File: config.mk
export PLATFORM = sky130hd
export DESIGN_NAME = pipe_skid_stage
export DESIGN_NICKNAME = d
export VERILOG_FILES = /design/src/rtl/pipe_skid_stage.sv
export SDC_FILE = /design/constraint.sdc
export NUM_CORES = 1
export LEC_CHECK = 0
export BUFFER_PORTS_ARGS = -buffer_cell sky130_fd_sc_hd__buf_2
export CAP_MARGIN = 10
export CORE_AREA = 2 2 101 103
export DETAILED_ROUTE_END_ITERATION = 8
export DIE_AREA = 0 0 103 105
export HOLD_SLACK_MARGIN = 0.12
export MAX_ROUTING_LAYER = met4
export PLACE_DENSITY_LB_ADDON = 0.1
export SETUP_SLACK_MARGIN = 0.15
export SLEW_MARGIN = 20
export SYNTH_ARGS = -nofsm -noshare
export SYNTH_HDL_FRONTEND = slang
export SYNTH_SLANG_ARGS = --single-unit
File: constraint.sdc
create_clock -name clk -period 3.4 [get_ports clk]
set_input_delay 1.02 -clock clk [delete_from_list [all_inputs] [get_ports clk]]
set_output_delay 1.02 -clock clk [all_outputs]
set_load 0.05 [all_outputs]
File: src/rtl/pipe_skid_stage.sv
// Two-entry pipeline skid stage.
// The main slot drives out_data. The skid slot catches the one extra word
// that upstream may push in the cycle before in_ready (a flop) drops.
// in_ready is computed from the next state only, so out_ready never reaches
// it through combinational logic.
//
// state   | meaning
// --------+------------------------------------------
// S_EMPTY | no entries held, out_valid low
// S_ONE   | main slot valid
// S_TWO   | main and skid valid, in_ready low
`timescale 1ns/1ps

module pipe_skid_stage #(
    parameter int WIDTH = 32
) (
    input  logic             clk,
    input  logic             rst,
    input  logic             flush,
    input  logic             in_valid,
    output logic             in_ready,
    input  logic [WIDTH-1:0] in_data,
    output logic             out_valid,
    input  logic             out_ready,
    output logic [WIDTH-1:0] out_data,
    output logic [1:0]       count
);

    typedef enum logic [1:0] {
        S_EMPTY = 2'd0,
        S_ONE   = 2'd1,
        S_TWO   = 2'd2
    } state_t;

    state_t           state, state_nxt;
    logic [WIDTH-1:0] main_q, main_nxt;
    logic [WIDTH-1:0] skid_q, skid_nxt;
    logic             in_ready_nxt;
    logic             in_fire, out_fire;

    assign out_valid = (state != S_EMPTY);
    assign out_data  = main_q;
    assign in_fire   = in_valid & in_ready;
    assign out_fire  = out_valid & out_ready;

    // Occupancy decoded from the state.
    always_comb begin
        count = 2'd0;
        case (state)
            S_ONE:   count = 2'd1;
            S_TWO:   count = 2'd2;
            default: count = 2'd0;
        endcase
    end

    // Next-state and slot-capture logic; flush wins over everything.
    always_comb begin
        state_nxt = state;
        main_nxt  = main_q;
        skid_nxt  = skid_q;
        case (state)
            S_EMPTY: begin
                if (in_fire) begin
                    state_nxt = S_ONE;
                    main_nxt  = in_data;
                end
            end
            S_ONE: begin
                if (in_fire && out_fire) begin
                    main_nxt = in_data;
                end else if (in_fire) begin
                    state_nxt = S_TWO;
                    skid_nxt  = in_data;
                end else if (out_fire) begin
                    state_nxt = S_EMPTY;
                end
            end
            S_TWO: begin
                if (out_fire) begin
                    state_nxt = S_ONE;
                    main_nxt  = skid_q;
                end
            end
            default: state_nxt = S_EMPTY;
        endcase
        if (flush) begin
            state_nxt = S_EMPTY;
            main_nxt  = main_q;
            skid_nxt  = skid_q;
        end
        in_ready_nxt = (state_nxt != S_TWO);
    end

    // State, slots and registered in_ready; reset clears everything at once.
    always_ff @(posedge clk or posedge rst) begin
        if (rst) begin
            state    <= S_EMPTY;
            main_q   <= '0;
            skid_q   <= '0;
            in_ready <= 1'b0;
        end else begin
            state    <= state_nxt;
            main_q   <= main_nxt;
            skid_q   <= skid_nxt;
            in_ready <= in_ready_nxt;
        end
    end

endmodule

==> impl_metrics.yaml <==
run_status:
  outcome: "finished clean"
critical_path:
  r2r-start: "state[0]"
  regToRegEndpoint: "skid_q[18]"
  path_buf_inv: 2
  critPathSlowestCell: "dfrtp_1"
  worstPathArrival_ns: 1.50
  max_stage_delay_ns: 0.47
  path_cells: "nand2b_2 > clkinv_1 > buf_2"
  rr_worst_depth: 5
  critPathRequiredTime_ns: 2.38
  setup.worst_path.end_class: "output pin"
  cp_top_family: "buffers and inverters"
  crit_fanout: 7
  path_class: "flop to output pin"
  worstSetupStartpointType: "flop"
  reg2reg_slack_ns: 1.54
floorplan:
  core_area_um2: 9640
  dieArea_um2: 10800
  num_rows: 36
  start_util_pct: 31.7
  die_h_um: 105
  die_x_um: 103
  io_pins: 73
place:
  io_buffer_count: 72
  hpwl_um: 4110
  place_area_um2: 3500
  gp_congestion: 0.723
  dp_cells: 425
yosys:
  synth_fp_nets: 264
  yosys.area.top_type: "dfrtp_1"
  synthTopCellsByArea: "dfrtp_1 55%, mux2_4 15%, mux2i_1 10%, nand2_1 4.1%, o21ai_0 3.6%"
  synth.avg_cell_area_um2: 13.5
  ys_types: 23
  synth-seq-area-share_pct: 54.9
  ys_seq_elements: 67
  syn_inst: 227
  yosys_warnings: 0
  synth_top_area_share_pct: 54.9
  synth.cell_area_um2: 3050
finish:
  final_cells: 441
  final_nets: 340
  fillers: 996
  fin_area_um2: 3700
  syn_to_final_growth_pct: 21.2
  final_common_cell: "buf_2"
  n_antenna_cell: 0
  mostFrequentLayoutCells: "72 x buf_2, 67 x dfrtp_1, 33 x nand2_1"
  drive_gt1_share_pct: 45.5
timing:
  setup_violations: 0
  min_period_ns: 2.52
  whs_ns: 0.476
  slew_headroom_pct: 58.9
  worst_pin_slew_ns: 0.616
  fin_worst_skew_ns: 0.0160
  fmax_mhz: 396
  tns_ns: 0
  rsz0062_at_grt: "no"
  drv_slew: 0
  fin_crit_sh_pct: 74.2
  hold_violations: 0
cts:
  hold_buffers: 0
  ctsLongestPathBuffers: 2
  postCtsSetupBuffers: 0
  cts_sinks: 67
  ctsHtreeMaxLevel: 3
  cts_resized: 0
  clkSlewWorstSetupHoldPaths_ns: 0.09
  cts_tree: "done"
  cts-root-buf: "clkbuf_8"
  cts_buffers: 9
  clk_latency_ns: 0.34
drt:
  drt-wirelength-per-cell_um: 14.1
  drt_wl_total_um: 6200
  drt-vias-per-instance: 4.32
  route.vias.total: 1906
  drc: 0
  drtAntennaViolNets: 0
  first_iter_violations: 93
  dr.pass1.iters: 4
power_and_ir_drop:
  p_leak_nw: 2.03
  irDropWorstVdd_mv: 0.218
  powerDensity_nw_per_um2: 663
grt:
  grt-ovfl-total: 0
  grt_first_pass_wirelength_um: 10100
  grt_antenna_before_repair: 0
  grt_use_total_pct: 12.7
  grt_max_degree: 65
  grt_pass1_vias: 1875
hold_path:
  min_from: "out_data[26]"
  hold_path_class: "flop to flop"
  min_path_cells: 2
  min_to: "out_data[26]"
flow_run:
  max_cap_viol_count: 0
-- synth_stat cells (all sizes together) --
cell type and instances:
a41oi 1, and2b 1, and4bb 1, buf 10, clkbuf 2, clkinv 1, dfrtp 67, inv 3
mux2 34, mux2i 32, nand2 34, nand2b 2, nor2 3, nor2b 1, o21ai 33, o22a 1
or2 1
-- power breakdown --
part           switching [mW]  internal (mW)
combinational           0.430          0.272
sequential              0.101          0.987
clock                   0.325          0.342
total                   0.856           1.60
-- per-stage QoR --
| stage | util [%] | total power [mW] | setup WS, ns |
|---|---|---|---|
| 3_3_place_gp | 36.3 | 1.80 | 0.840 |
| 3_5_place_dp | 36.3 | 1.81 | 0.824 |
| 4_1_cts | 38.4 | 2.50 | 0.845 |
| 6_report | 38.4 | 2.46 | 0.877 |
| 2_1_floorplan | - | 1.65 | 0.697 |
| 5_1_grt | 38.4 | 2.60 | 0.763 |
-- routing by layer --
layer  GRT usage, %  vias up  share of wire (%)  wire length (um)
met5              -        -                  0                 0
met4           5.08        0                1.6                97
met3           3.48        9                6.6               406
met2           16.5       59                 43              2660
met1           18.5      902                 49              3040
li1               -      936                  -                 -
-- worst reg2reg max path, delay by kind of cell (launching register included) --
kind / cells / cell delay, ns
simple gates: 3 / 0.75
buf+inv: 1 / 0.27
flops: 1 / 0.42
mux: 1 / 0.33
-- how the worst max path moves through the flow --
stage / cells past startpoint / slack [ns] / to / start
after global placement: 6 / 0.84 / skid_q[8] / in_valid
after detailed placement: 6 / 0.82 / skid_q[17] / in_valid
after floorplan: 1 / 0.70 / in_ready / rst
final: 3 / 0.88 / count[1] / state[1]
after global routing: 3 / 0.76 / count[1] / state[1]
after CTS: 3 / 0.85 / count[1] / state[1]
-- layout make-up --
class	instances	area, um2	area share (%)
sequential	67	1680	45.3
clock buffer	9	124	3.35
multi-input combinational	144	1230	33.3
timing repair buffer	77	410	11.1
inverter	4	15.0	0.406
tap	133	166	4.49
clock inverter	7	76.3	2.06
-- sequential cells by signal (all words and copies together), names as in the netlist --
register and flops:
in_ready 1, out_data 32, state 2, skid_q 32
-- logic make-up (layout without fill, tap and decap cells) --
group,after synthesis,after routing,share of synthesized area (%)
flops,67,67,54.9
mux,66,66,26.7
simple gates,43,43,6.39
compound gates,35,35,7.21
buf+inv,16,97,4.79
Power figures use the tool's default switching activity.
